$ cat src/rtl/multicycle_ctrl.sv
// Multi-cycle control FSM for the 16-bit RISC core: fetch, decode, execute,
// memory and writeback sequencing with a bus-timeout watchdog on mem_req.
module multicycle_ctrl #(
  parameter int MEM_TIMEOUT = 15,
  parameter int CNT_W       = 8
) (
  input  logic        clk,
  input  logic        rst_n,
  input  logic [15:0] instr,
  input  logic        mem_ack,
  input  logic        rd_zero,
  output logic        ir_we,
  output logic        pc_we,
  output logic [1:0]  pc_src,
  output logic        addr_sel,
  output logic        mem_req,
  output logic        mem_we,
  output logic        imm_5or8,
  output logic        alu_src_b,
  output logic [2:0]  alu_op,
  output logic        rf_we,
  output logic        rf_wsel,
  output logic        halted,
  output logic [1:0]  err,
  output logic [2:0]  state
);

  typedef enum logic [2:0] {
    S_FETCH  = 3'd0,
    S_DECODE = 3'd1,
    S_EXEC   = 3'd2,
    S_MEM    = 3'd3,
    S_WB     = 3'd4,
    S_HALT   = 3'd5
  } state_t;

  localparam logic [CNT_W-1:0] TIMEOUT_LAST = CNT_W'(MEM_TIMEOUT - 1);

  state_t           state_q, state_d;
  logic [CNT_W-1:0] cnt_q, cnt_d;
  logic [1:0]       err_q, err_d;

  logic [4:0] opcode;
  logic is_nop, is_add, is_sub, is_and, is_or, is_addi, is_ldi;
  logic is_lw, is_sw, is_beqz, is_jmp, is_halt, is_legal;
  logic unused_instr_bits;

  assign opcode  = instr[15:11];
  assign is_nop  = (opcode == 5'b00000);
  assign is_add  = (opcode == 5'b00001);
  assign is_sub  = (opcode == 5'b00010);
  assign is_and  = (opcode == 5'b00011);
  assign is_or   = (opcode == 5'b00100);
  assign is_addi = (opcode == 5'b00101);
  assign is_ldi  = (opcode == 5'b00110);
  assign is_lw   = (opcode == 5'b00111);
  assign is_sw   = (opcode == 5'b01000);
  assign is_beqz = (opcode == 5'b01001);
  assign is_jmp  = (opcode == 5'b01010);
  assign is_halt = (opcode == 5'b11111);
  assign is_legal = is_nop | is_add | is_sub | is_and | is_or | is_addi | is_ldi |
                    is_lw | is_sw | is_beqz | is_jmp | is_halt;
  assign unused_instr_bits = ^instr[10:0];

  logic       ir_we_c, pc_we_c, addr_sel_c, mem_req_c, mem_we_c;
  logic       imm_c, src_b_c, rf_we_c, rf_wsel_c, halted_c;
  logic [1:0] pc_src_c;
  logic [2:0] alu_op_c;
  logic       timeout;

  // Last permitted wait cycle: without an ack now the request has expired.
  assign timeout = (cnt_q == TIMEOUT_LAST) && !mem_ack;

  always_comb begin
    state_d    = state_q;
    err_d      = err_q;
    ir_we_c    = 1'b0;
    pc_we_c    = 1'b0;
    pc_src_c   = 2'd0;
    addr_sel_c = 1'b0;
    mem_req_c  = 1'b0;
    mem_we_c   = 1'b0;
    imm_c      = 1'b0;
    src_b_c    = 1'b0;
    alu_op_c   = 3'd0;
    rf_we_c    = 1'b0;
    rf_wsel_c  = 1'b0;
    halted_c   = 1'b0;

    if (state_q == S_EXEC || state_q == S_MEM || state_q == S_WB) begin
      imm_c   = is_ldi | is_beqz | is_jmp;
      src_b_c = is_addi | is_ldi | is_lw | is_sw;
      if (is_sub)      alu_op_c = 3'd1;
      else if (is_and) alu_op_c = 3'd2;
      else if (is_or)  alu_op_c = 3'd3;
      else if (is_ldi) alu_op_c = 3'd4;
      else             alu_op_c = 3'd0;
    end

    case (state_q)
      S_FETCH: begin
        mem_req_c = 1'b1;
        if (mem_ack) begin
          ir_we_c = 1'b1;
          pc_we_c = 1'b1;
          state_d = S_DECODE;
        end else if (timeout) begin
          err_d   = 2'd2;
          state_d = S_HALT;
        end
      end
      S_DECODE: begin
        if (is_nop) begin
          state_d = S_FETCH;
        end else if (is_halt) begin
          err_d   = 2'd0;
          state_d = S_HALT;
        end else if (!is_legal) begin
          err_d   = 2'd1;
          state_d = S_HALT;
        end else begin
          state_d = S_EXEC;
        end
      end
      S_EXEC: begin
        if (is_beqz) begin
          pc_we_c  = rd_zero;
          pc_src_c = 2'd1;
          state_d  = S_FETCH;
        end else if (is_jmp) begin
          pc_we_c  = 1'b1;
          pc_src_c = 2'd2;
          state_d  = S_FETCH;
        end else if (is_lw || is_sw) begin
          state_d  = S_MEM;
        end else begin
          state_d  = S_WB;
        end
      end
      S_MEM: begin
        mem_req_c  = 1'b1;
        addr_sel_c = 1'b1;
        mem_we_c   = is_sw;
        if (mem_ack) begin
          state_d = is_sw ? S_FETCH : S_WB;
        end else if (timeout) begin
          err_d   = 2'd2;
          state_d = S_HALT;
        end
      end
      S_WB: begin
        rf_we_c   = 1'b1;
        rf_wsel_c = is_lw;
        state_d   = S_FETCH;
      end
      S_HALT: begin
        halted_c = 1'b1;
      end
      default: begin
        state_d = S_FETCH;
      end
    endcase

    // Only request cycles without ack accumulate; everything else clears.
    if (mem_req_c && !mem_ack && state_d != S_HALT) cnt_d = cnt_q + 1'b1;
    else                                            cnt_d = '0;
  end

  always_ff @(posedge clk or negedge rst_n) begin
    if (!rst_n) begin
      state_q <= S_FETCH;
      cnt_q   <= '0;
      err_q   <= 2'd0;
    end else begin
      state_q <= state_d;
      cnt_q   <= cnt_d;
      err_q   <= err_d;
    end
  end

  // Gating with rst_n forces outputs low the instant reset asserts.
  assign ir_we     = ir_we_c    & rst_n;
  assign pc_we     = pc_we_c    & rst_n;
  assign pc_src    = pc_src_c   & {2{rst_n}};
  assign addr_sel  = addr_sel_c & rst_n;
  assign mem_req   = mem_req_c  & rst_n;
  assign mem_we    = mem_we_c   & rst_n;
  assign imm_5or8  = imm_c      & rst_n;
  assign alu_src_b = src_b_c    & rst_n;
  assign alu_op    = alu_op_c   & {3{rst_n}};
  assign rf_we     = rf_we_c    & rst_n;
  assign rf_wsel   = rf_wsel_c  & rst_n;
  assign halted    = halted_c   & rst_n;
  assign err       = err_q;
  assign state     = state_q;

endmodule

$ cat config.mk
export PLATFORM = sky130hd
export DESIGN_NAME = multicycle_ctrl
export DESIGN_NICKNAME = d
export VERILOG_FILES = /design/src/rtl/multicycle_ctrl.sv
export SDC_FILE = /design/constraint.sdc
export NUM_CORES = 1
export LEC_CHECK = 0
export ABC_AREA = 1
export BUFFER_PORTS_ARGS = -buffer_cell sky130_fd_sc_hd__buf_4
export CAP_MARGIN = 5
export CORE_MARGIN = 5
export CORE_UTILIZATION = 30
export CTS_CLUSTER_DIAMETER = 80
export DETAILED_ROUTE_END_ITERATION = 8
export PLACE_DENSITY = 0.52
export SLEW_MARGIN = 20
export SYNTH_ARGS = -nofsm -noshare
export SYNTH_HDL_FRONTEND = slang
export SYNTH_SLANG_ARGS = --single-unit
$ cat constraint.sdc
create_clock -name clk -period 2.9 [get_ports clk]
set_clock_uncertainty 0.1 [all_clocks]
set_input_delay 0.87 -clock clk [delete_from_list [all_inputs] [get_ports clk]]
set_output_delay 0.87 -clock clk [all_outputs]
set_load 0.02 [all_outputs]
# Word-level counts from Yosys, hierarchy flattened
# Index checks and enable logic that the tools add are counted.
[totals]
output_inout_bits = 20
elab_cells = 105
ff_bits = 13
in_bits = 20
[classes]
n_eq_ne = 22
muxes = 39
bitwise_logic = 28
reduce_logical = 12
n_addsub = 1
[ops]
columns = ["op", "n"]
rows = [
  ["$mux 3", 15],
  ["$eq 5x3->1 const B", 4],
  ["$mux 2", 8],
  ["$or 1x1->1", 16],
  ["$eq 5x4->1 const B", 3],
  ["$pmux 3 s5", 1],
  ["$mux 1", 12],
  ["$and 1x1->1", 10],
  ["$eq 5x2->1 const B", 2],
  ["$add 8x1->8 const B", 1],
  ["$eq 8x4->1 const B", 1],
  ["$mux 8", 1],
  ["$eq 3x2->1 const B", 2],
  ["$eq 3x3->1 const B", 2],
  ["$ne 3x3->1 const B", 2],
  ["$eq 5x1->1 const B", 1],
  ["$eq 5x5->1 const B", 1],
  ["$logic_not 5->1", 1],
  ["$reduce_and 5->1", 1],
  ["$ne 2x2->1 const B", 2],
  ["$pmux 2 s2", 1],
  ["$and 3x3->3", 1],
  ["$eq 3x1->1 const B", 1],
  ["$logic_and 1x1->1", 3],
  ["8 further kinds", 10],
]

# Longest topological paths before layout
# Gate-level depths: netlist of run 1.
[depth]
ltp_word = 19
depth_mapped = 11
depth_no_buf = 11

# Least setup slack after synthesis of run 1
# Ideal clock, no wire load.
[synth_timing]
kind = "input to output"
start = "input port rst_n"
end = "output port imm_5or8"
arrival_time_ps = 2306
stages = 4
n_path_buf = 0
t_required_ps = 1930
slack_ps = -376
path_cell_list = "clkinv_1 -> nor4_1 -> inv_1 -> a21oi_1"
[synth_between]
elab_chain_cells = 1
[synth_lines]
columns = ["item", "line_no", "source"]
rows = [
  ["from (decl)", "8", "input logic rst_n,"],
  ["$and 1x1->1", "188", "assign imm_5or8 = imm_c & rst_n;"],
  ["to (decl)", "18", "output logic imm_5or8,"],
]
# No other way between the ends.

# Worst setup path after layout of run 1
[layout_timing]
start = "input port instr[13]"
end = "output port pc_we"
[layout_between]
elab_chain_cells = 5
elab_cells_between_ends = 6
cone_classes = "eq/ne: 2; mux: 3; bitwise: 1"
[layout_lines]
columns = ["item", "line_no", "source"]
rows = [
  ["from (decl)", "9", "input logic [15:0] instr,"],
  ["$eq 5x4->1", "59", "assign is_jmp = (opcode == 5'b01010);"],
  ["$mux 1", "130", "end else if (is_jmp) begin"],
  ["$mux 1 *", "126", "if (is_beqz) begin"],
  ["$pmux 1 s2 *", "100", "case (state_q)"],
  ["$and 1x1->1 *", "183", "assign pc_we = pc_we_c & rst_n;"],
  ["to (decl)", "13", "output logic pc_we,"],
]
# Every way passes the cells marked *; elsewhere a longest branch is shown, timed or not.

==> impl_metrics.env, run 1 <==
export IMPL_outcome="finished clean"
export IMPL_worst_pin_slew_ns=0.330
export IMPL_routed_wl_microns=2630
export IMPL_ys_flop_type="dfrtp_1"
export IMPL_hold_viol=0
export IMPL_rows=21
export IMPL_final_common_cell="buf_4"
export IMPL_placeableCoreArea_sq_mm=0.00336
export IMPL_cp_common_cell="nor2_4"
export IMPL_viasPerCell=4.46
export IMPL_cts_made_buffers=3
export IMPL_synthArstFlopShare=1.00
export IMPL_holdBufCountCts=0
export IMPL_dieArea_sq_mm=0.00481
export IMPL_layout_common_cells="buf_4 (32), nand2_1 (30), inv_1 (21), dfrtp_1 (13)"
export IMPL_grt_pass1_wl_microns=4780
export IMPL_antenna_found_initial=0
export IMPL_hold_class="reg -> reg"
export IMPL_rr_startpoint="state[1]"
export IMPL_final_nets=209
export IMPL_drive_gt1_frac=0.403
export IMPL_cp_data_required_time_ns=1.93
export IMPL_power_w=0.000343
export IMPL_clk_path_buf_depth=2
export IMPL_slew_headroom=0.780
export IMPL_r2r_setup_slack_ns=1.24
export IMPL_cp_start_kind="input port"
export IMPL_min_delay_start="cnt_q[0]"
export IMPL_ys_seq_area_frac=0.308
export IMPL_maxCapViolations=0
export IMPL_crit_family="simple AND/OR/NAND/NOR gates"
export IMPL_rsz0062_at_grt="true"
export IMPL_whs_endpoint="cnt_q[0]"
export IMPL_crit_buf_inv=2
export IMPL_critPathMaxStageDelay_ns=0.16
export IMPL_first_global_vias=1096
export IMPL_worstSkewPairLatency_ns=0.28
export IMPL_grt_usage=0.118
export IMPL_ant_nets=0
export IMPL_start_util=0.314
export IMPL_num_vias=1035
export IMPL_path_class="in -> out"
export IMPL_cellLeakagePower_nw=0.688
export IMPL_grt_overflow=0
export IMPL_syn_to_final_growth_pct=35.9
export IMPL_gp_congestion=0.788
export IMPL_drcViolationCount=0
export IMPL_die_w_microns=69.3
export IMPL_port_buffers=28
export IMPL_synth_avg_cell_area_sq_um=7.14
export IMPL_synthCells=148
export IMPL_crit_slowest_cell="a21oi_1"
export IMPL_setup_viol=0
export IMPL_die_h_microns=69.3
export IMPL_ys_ff_latch=13
export IMPL_fin_tns_setup_ns=0
export IMPL_r2r_cells=7
export IMPL_critPathCaptureType="primary output"
export IMPL_drv_slew=0
export IMPL_ioPinCount=40
export IMPL_clkSlewWorstSetupHoldPaths_ns=0.07
export IMPL_drt_first_pass_iters=4
export IMPL_holdPathStages=1
export IMPL_yosysWarnings=0
export IMPL_wl_per_cell_microns=11.3
export IMPL_cts_tree="built"
export IMPL_ys_types=24
export IMPL_htreeDepth=1
export IMPL_first_iter_violations=29
export IMPL_p_per_area_mw_per_mm2=239
export IMPL_critPathArrivalTime_ns=1.89
export IMPL_fin_crit_ns=2.86
export IMPL_worstPathMaxFanout=4
export IMPL_grt_max_degree=15
export IMPL_cts_sinks=13
export IMPL_reg2reg_to="cnt_q[2]"
export IMPL_antennaDiodeCount=0
export IMPL_irDropWorstVdd_uv=169
export IMPL_cts_root_buf="clkbuf_4"
export IMPL_synth_area_sq_mm=0.00106
export IMPL_path_cells="buf_6 > nor2_4 > nand2_4 > nor2_4 > nor2_4 > nor2_2 > o31ai_2 > a21oi_1 > buf_4"
export IMPL_synth_edff_count=0
export IMPL_max_freq_mhz=349
export IMPL_dpl_hpwl_microns=2170
export IMPL_post_route_period_util=0.987
export IMPL_synth_nets=170
==> synth_stat cells (3+ instances only) <==
master	n	area (sq um)
dfrtp_1	13	325
o21ai_0	5	25.0
nor2_2	12	75.1
nand2_1	30	113
nor2_1	13	48.8
inv_1	22	82.6
nor2_4	3	33.8
nand2_2	5	31.3
nand3_1	8	40.0
nor4_1	3	18.8
xor2_1	4	35.0
inv_2	4	15.0
nand3_2	6	60.1
nor3_1	6	30.0
==> layout make-up <==
| class | instances | area (sq um) |
|---|---|---|
| fillers | 378 | 1930 |
| multi-input cells | 108 | 662 |
| flip-flops and latches | 13 | 325 |
| repair buffers | 34 | 263 |
| inverters | 27 | 101 |
| well taps | 46 | 57.6 |
| clock buffers | 4 | 26.3 |
==> where the power goes <==
part / switching, W / internal, W
Sequential: 0 / 0.000181
Combinational: 0.0000298 / 0.0000192
Clock: 0.0000593 / 0.0000534
Total: 0.0000891 / 0.000254
==> worst register-to-register path: cells and delay by family, from the launching register on <==
kind            cells  cell delay [ns]
compound gates      2             0.36
flops               1             0.54
simple gates        5             0.56
==> through the flow <==
step                      hold slack (ns)  instances  instance area, sq um   util  worst slack [ns]
after floorplan                     0.342        148                  1070      -            0.0510
after global placement              0.364        226                  1370  0.407            0.0690
after detailed placement            0.361        226                  1370  0.407            0.0443
after CTS                           0.374        230                  1400  0.415            0.0391
after global routing                0.398        232                  1440  0.427           -0.0264
final                               0.370        232                  1440  0.427            0.0365
==> kinds of logic (layout without fill, tap and decap cells) <==
family | count (synthesis) | in the layout | synth area share
AOI/OAI and AO/OA | 13 | 13 | 0.0853
xor gates and xnor gates | 6 | 6 | 0.0498
adders and majority gates | 2 | 2 | 0.0237
buffers and inverters | 27 | 65 | 0.0960
DFF | 13 | 13 | 0.308
and+or+nand+nor | 87 | 87 | 0.437
==> per-layer routing <==
metal  part of all wire  global-route usage  routed length [microns]
met1               0.45               0.147                     1180
met2               0.48               0.193                     1260
met3              0.064              0.0333                      168
met4             0.0069              0.0390                       18
met5                  0                   0                        0
==> how the worst max path moves through the flow <==
stage	cells after the start	slack, ns	to	start
after global placement	9	0.07	pc_we	instr[15]
after detailed placement	9	0.04	pc_we	instr[15]
after CTS	9	0.04	pc_we	instr[15]
after global routing	9	-0.03	pc_we	instr[13]
after floorplan	4	0.05	imm_5or8	rst_n
final	9	0.04	pc_we	instr[13]
==> registers in the layout (all words and copies together) (netlist names) <==
signal and count:
cnt_q 8, state 3, err 2
==> what timing repair did <==
action | in CTS | in global routing
resized for setup | 0 | 7
endpoints found under the setup margin | 0 | 1
buffers inserted | 0 | 2
(Power assumes the default switching activity.)
==> run 2, diff against run 1 <==
--- a/config.mk
+++ b/config.mk
@@ -5,14 +5,13 @@
 export SDC_FILE = /design/constraint.sdc
 export NUM_CORES = 1
 export LEC_CHECK = 0
-export ABC_AREA = 1
 export BUFFER_PORTS_ARGS = -buffer_cell sky130_fd_sc_hd__buf_4
 export CAP_MARGIN = 5
 export CORE_MARGIN = 5
 export CORE_UTILIZATION = 30
 export CTS_CLUSTER_DIAMETER = 80
 export DETAILED_ROUTE_END_ITERATION = 8
-export PLACE_DENSITY = 0.52
+export PLACE_DENSITY = 0.53
 export SLEW_MARGIN = 20
 export SYNTH_ARGS = -nofsm -noshare
 export SYNTH_HDL_FRONTEND = slang
==> run 2 against run 1 <==
  * The run now ends with negative setup slack left
  * Utilization increased by 3.2 points
  * First-iteration DRC count unchanged
  * Global-route usage increased by 2.0 points
  * Worst hold slack improved by 0.023 ns
  * Design area increased by 5.0%
  * Non-clock buffer count increased by 14
  * Largest cell class unchanged
  * Total power increased by 130%
  * Synthesized cell count decreased by 16%
  * Maximum frequency decreased by 2.2%
  * Register-to-register slack got worse by 0.29 ns
==> impl_metrics.env, run 2 <==
export IMPL_ys_seq_area_frac=0.327
export IMPL_final_cells=214
export IMPL_clkSlewWorstSetupHoldPaths_ns=0.08
export IMPL_seqPwrFrac=0.308
export IMPL_violations="negative setup slack"
export IMPL_crit_buf_inv=2
export IMPL_slew_headroom=0.649
export IMPL_largest_register_ff_count=8
export IMPL_dpl_cell_area_sq_mm=0.00144
export IMPL_multi_input_area_sq_um=692
export IMPL_grt_overflow=0
export IMPL_routed_wl_microns=2810
export IMPL_maxCapViolations=0
export IMPL_drcViolationCount=0
export IMPL_start_util=0.303
export IMPL_worst_pin_slew_ns=0.522
export IMPL_irDropWorstVdd_uv=183
export IMPL_num_vias=1020
export IMPL_die_w_microns=67.6
export IMPL_drv_slew=0
export IMPL_ant_nets=0
export IMPL_drt_first_pass_iters=5
export IMPL_fin_crit_ns=2.93
export IMPL_final_area_sq_mm=0.00151
export IMPL_synth_nets=146
export IMPL_setup_ws_ns=-0.0285
export IMPL_first_iter_violations=29
export IMPL_ioPinCount=40
export IMPL_n_fill_cell=330
export IMPL_fin_tns_setup_ns=-0.0358
export IMPL_viasPerCell=4.77
export IMPL_synth_area_sq_um=996
export IMPL_switchingPower_w=0.000329
export IMPL_post_route_period_util=1.01
export IMPL_synth_most_common_cell="nor2_1"
export IMPL_outcome="complete, but fails checks"
export IMPL_yosys_top_cells_count="nor2_1 (17), dfrtp_1 (13), nand2_1 (12)"
export IMPL_rows=21
export IMPL_cts_made_buffers=3
export IMPL_cts_root_buf="clkbuf_4"
export IMPL_synth_top_area_frac=0.327
export IMPL_rsz0062_at_grt="true"
export IMPL_worstSkewPairLatency_ns=0.27
export IMPL_synth_avg_cell_area_sq_um=8.03
export IMPL_seqCellArea_sq_um=325
export IMPL_switching_share=0.417
export IMPL_drive_gt1_frac=0.399
export IMPL_ys_flop_type="dfrtp_1"
export IMPL_grt_pass1_wl_microns=4830
export IMPL_crit_family="simple AND/OR/NAND/NOR gates"
export IMPL_cellLeakagePower_nw=0.689
export IMPL_first_global_vias=1036
export IMPL_clk_path_buf_depth=2
export IMPL_p_per_area_mw_per_mm2=524
export IMPL_critPathMaxStageDelay_ns=0.38
export IMPL_cts_sinks=13
export IMPL_p_clk_frac=0.138
export IMPL_setup_viol=2
export IMPL_path_class="in -> out"
export IMPL_die_h_microns=67.6
export IMPL_synth_edff_count=0
export IMPL_ys_ff_latch=13
export IMPL_synthCells=124
export IMPL_dpl_hpwl_microns=2320
export IMPL_htreeDepth=1
export IMPL_cp_start_kind="input port"
export IMPL_power_w=0.000790
export IMPL_antenna_found_initial=0
export IMPL_synthArstFlopShare=1.00
export IMPL_hold_class="in -> async"
export IMPL_layout_common_cells="buf_4 (41), nor2_1 (15), dfrtp_1 (13), nand2_1 (12), a21oi_1 (8)"
export IMPL_grt_usage=0.138
export IMPL_crit_slowest_cell="or3b_4"
export IMPL_holdBufCountCts=0
export IMPL_antennaDiodeCount=0
export IMPL_critPathArrivalTime_ns=1.96
export IMPL_worstPathMaxFanout=3
export IMPL_dp_cells=210
export IMPL_final_nets=191
export IMPL_yosysWarnings=0
export IMPL_final_common_cell="buf_4"
export IMPL_port_buffers=28
export IMPL_combPwrFrac=0.553
export IMPL_ys_types=39
export IMPL_regMostFlops="cnt_q"
export IMPL_max_freq_mhz=341
export IMPL_intPower_w=0.000461
export IMPL_yosysTopAreaCell="dfrtp_1"
export IMPL_wl_per_cell_microns=13.1
export IMPL_synthTopCellsByArea="dfrtp_1 (33%), nor2_1 (6.4%), xor2_1 (5.3%), nand2_1 (4.5%), a21oi_1 (4.0%)"
export IMPL_path_cells="buf_8 > or3b_4 > or3_4 > nor2_4 > buf_6"
export IMPL_critPathCaptureType="primary output"
export IMPL_gp_congestion=0.774
export IMPL_placeableCoreArea_sq_mm=0.00328
export IMPL_dieArea_sq_mm=0.00457
export IMPL_syn_to_final_growth_pct=51.3
export IMPL_hold_viol=0
export IMPL_cts_tree="built"
export IMPL_grt_max_degree=10
export IMPL_cp_data_required_time_ns=1.93
run 2: changes by cell type after synthesis, sizes merged, moves of 3 or more:
cell    change
nand2      -24
inv        -22
nand3      -12
nor2       -11
clkbuf      +7
nor2b       +4
o21ai       -4
a21oi       +3
nand2b      +3
or3         +3
run 2: area by class of cell:
cell class	instances	share of cell area
well taps	46	0.0382
inverters	4	0.00997
clock buffers	4	0.0174
multi-input cells	99	0.459
flip-flops and latches	13	0.216
repair buffers	48	0.259
run 2: worst reg2reg max path: stages, from the launching register on:
cell      delay, ns
dfrtp_1        0.42
or4_4          0.56
nor4_1         0.52
nand2b_1       0.17
mux2i_1        0.06
run 2: path summary, 6_finish.rpt:
kind                            from        end  slack (ns)  cells after the start
setup reg to reg            cnt_q[5]     err[0]        0.95                      4
max in group asynchronous      rst_n   cnt_q[2]        2.00                      3
min in group clk              err[1]     err[1]        0.40                      1
hold reg to reg               err[1]     err[1]        0.40                      1
setup / recovery           instr[15]  alu_op[2]       -0.03                      5
hold / removal                 rst_n   cnt_q[7]        0.39                      2
run 2: power groups by stage:
stage | clock network [W] | registers [W] | logic, W
2_1_floorplan | 0 | 0.000267 | 0.000241
3_3_place_gp | 0 | 0.000247 | 0.000422
3_5_place_dp | 0 | 0.000246 | 0.000425
4_1_cts | 0.000113 | 0.000244 | 0.000432
5_1_grt | 0.000122 | 0.000249 | 0.000478
6_report | 0.000109 | 0.000244 | 0.000437
run 2: routing by layer:
| layer | vias up | share of wire | wire (microns) | track usage |
|---|---|---|---|---|
| li1 | 520 | - | - | - |
| met1 | 470 | 0.48 | 1340 | 0.182 |
| met2 | 28 | 0.47 | 1330 | 0.226 |
| met3 | 2 | 0.046 | 130 | 0.0316 |
| met4 | 0 | 0.0057 | 16 | 0.0304 |
| met5 | - | 0 | 0 | 0 |
run 2: metrics by stage:
| step | util | worst slack (ns) | hold WS, ns |
|---|---|---|---|
| after floorplan | - | -0.0895 | 0.368 |
| after global placement | 0.437 | -0.109 | 0.396 |
| after detailed placement | 0.437 | -0.112 | 0.390 |
| after CTS | 0.453 | -0.0307 | 0.388 |
| after global routing | 0.459 | -0.0616 | 0.391 |
| final | 0.459 | -0.0285 | 0.392 |
run 2: logic make-up after synthesis:
group	synth area share
flops	0.327
mux	0.0101
fa+ha+maj	0.0251
xor+xnor	0.0704
compound gates	0.138
buf+inv	0.0540
simple gates	0.376
run 2: timing repair:
action	in CTS	in global routing
endpoints found under the setup margin	6	4
buffers inserted	0	0
pin swaps	4	2
gates resized for setup	7	5
==> run 3, diff against run 2 <==
--- a/config.mk
+++ b/config.mk
@@ -12,6 +12,7 @@
 export CTS_CLUSTER_DIAMETER = 80
 export DETAILED_ROUTE_END_ITERATION = 8
 export PLACE_DENSITY = 0.53
+export SKIP_CTS_REPAIR_TIMING = 1
 export SLEW_MARGIN = 20
 export SYNTH_ARGS = -nofsm -noshare
 export SYNTH_HDL_FRONTEND = slang
==> run 3 against run 2 <==
  * The flow still finishes with violations (negative setup slack)
  * Sequential share of layout area rose by 0.072 points
  * Count of clock-buffer cells in the layout did not move
  * Maximum frequency barely moved
  * Global-route usage fell by 0.10 points
  * Critical endpoint is now alu_op[0]
==> impl_metrics.env, run 3 (synthesis results as in run 2) <==
export IMPL_drv_slew=0
export IMPL_wl_met3_microns=131
export IMPL_regMostFlops="cnt_q"
export IMPL_r2r_cells=4
export IMPL_antenna_found_initial=0
export IMPL_dpl_hpwl_microns=2320
export IMPL_wl_per_cell_microns=13.2
export IMPL_routed_wl_microns=2830
export IMPL_rows=21
export IMPL_critPathCaptureType="primary output"
export IMPL_met1_length_microns=1350
export IMPL_cellLeakagePower_nw=0.687
export IMPL_grt_pass1_wl_microns=4800
export IMPL_cts_tree="built"
export IMPL_p_clk_frac=0.138
export IMPL_viasPerCell=4.81
export IMPL_largest_register_ff_count=8
export IMPL_max_freq_mhz=341
export IMPL_slew_headroom=0.649
export IMPL_switchingPower_w=0.000330
export IMPL_grt_usage=0.136
export IMPL_port_buffers=28
export IMPL_power_w=0.000790
export IMPL_p_per_area_mw_per_mm2=526
export IMPL_setup_ws_ns=-0.0300
export IMPL_hold_class="in -> async"
export IMPL_fin_crit_ns=2.93
export IMPL_dr_wl_met2_microns=1330
export IMPL_start_util=0.303
export IMPL_cts_made_buffers=3
export IMPL_r2r_setup_slack_ns=0.95
export IMPL_maxCapViolations=0
export IMPL_antennaDiodeCount=0
export IMPL_final_common_cell="buf_4"
export IMPL_ioPinCount=40
export IMPL_first_global_vias=1033
export IMPL_hold_viol=0
export IMPL_cp_start_kind="input port"
export IMPL_maxUsedRoutingLayer="met4"
export IMPL_reg2reg_to="err[0]"
export IMPL_grt_overflow=0
export IMPL_clkSlewWorstSetupHoldPaths_ns=0.08
export IMPL_drt_first_pass_iters=5
export IMPL_critPathArrivalTime_ns=1.96
export IMPL_worstSkewPairLatency_ns=0.27
export IMPL_num_vias=1029
export IMPL_switching_share=0.418
export IMPL_pre_cts_slack_ns=-0.112
export IMPL_htreeDepth=1
export IMPL_clk_path_buf_depth=2
export IMPL_setup_viol=2
export IMPL_seqPwrFrac=0.308
export IMPL_cts_root_buf="clkbuf_4"
export IMPL_worst_pin_slew_ns=0.521
export IMPL_layout_common_cells="buf_4 (43), nor2_1 (15), dfrtp_1 (13), nand2_1 (12), a21oi_1 (8)"
export IMPL_violations="negative setup slack"
export IMPL_gp_congestion=0.774
export IMPL_cp_data_required_time_ns=1.93
export IMPL_drive_gt1_frac=0.405
export IMPL_die_w_microns=67.6
export IMPL_worstPathMaxFanout=3
export IMPL_rr_startpoint="cnt_q[5]"
export IMPL_die_h_microns=67.6
export IMPL_post_route_period_util=1.01
export IMPL_irDropWorstVdd_uv=184
export IMPL_outcome="complete, but fails checks"
export IMPL_rsz0062_at_grt="true"
export IMPL_dieArea_sq_mm=0.00457
export IMPL_placeableCoreArea_sq_mm=0.00328
export IMPL_grt_max_degree=10
export IMPL_cts_sinks=13
export IMPL_ant_nets=0
export IMPL_final_nets=191
export IMPL_syn_to_final_growth_pct=50.8
export IMPL_combPwrFrac=0.553
export IMPL_drcViolationCount=0
export IMPL_intPower_w=0.000460
export IMPL_path_class="in -> out"
export IMPL_first_iter_violations=33
run 3: cell count changes in the layout (fill, tap and decap cells not counted):
cell     previous run  this run
nor2b_1             3         2
buf_6               6         4
nor2b_2             0         1
buf_4              41        43
run 3: cell type report:
type / instances / area (sq um)
fill: 332 / 1780
multi-input combinational: 99 / 694
timing repair buffer: 48 / 383
sequential: 13 / 325
tap: 46 / 57.6
clock buffer: 4 / 26.3
inverter: 4 / 15.0
run 3: metal layers:
| layer | vias to the layer above | global-route usage |
|---|---|---|
| li1 | 520 | - |
| met1 | 477 | 0.180 |
| met2 | 30 | 0.225 |
| met3 | 2 | 0.0316 |
| met4 | 0 | 0.0304 |
| met5 | - | 0 |
run 3: worst max-delay path: stages:
cell    delay [ns]
buf_8         0.10
or3b_4        0.38
or3_4         0.37
nor2_4        0.12
buf_6         0.12
run 3: how the worst max path moves through the flow:
stage	start	end	slack [ns]
6_report	instr[15]	alu_op[0]	-0.03
5_1_grt	instr[15]	alu_op[0]	-0.06
4_1_cts	instr[11]	alu_op[0]	-0.11
3_5_place_dp	instr[11]	alu_op[0]	-0.11
3_3_place_gp	instr[11]	alu_op[0]	-0.11
2_1_floorplan	instr[13]	pc_we	-0.09
run 3: metrics by stage:
stage               setup TNS, ns  area, sq um  utilization  hold slack, ns  instances
floorplan                  -0.215         1100            -           0.368        124
global placement           -0.315         1440        0.437           0.396        210
detailed placement         -0.364         1440        0.437           0.390        210
CTS                        -0.400         1460        0.445           0.388        214
global route              -0.0966         1500        0.457           0.391        214
finish                    -0.0353         1500        0.457           0.392        214
run 3: power groups by stage:
stage | Clock (W) | Sequential [W] | Combinational, W
after floorplan | 0 | 0.000267 | 0.000241
after global placement | 0 | 0.000247 | 0.000422
after detailed placement | 0 | 0.000246 | 0.000425
after CTS | 0.000113 | 0.000244 | 0.000427
after global routing | 0.000122 | 0.000249 | 0.000478
final | 0.000109 | 0.000244 | 0.000437
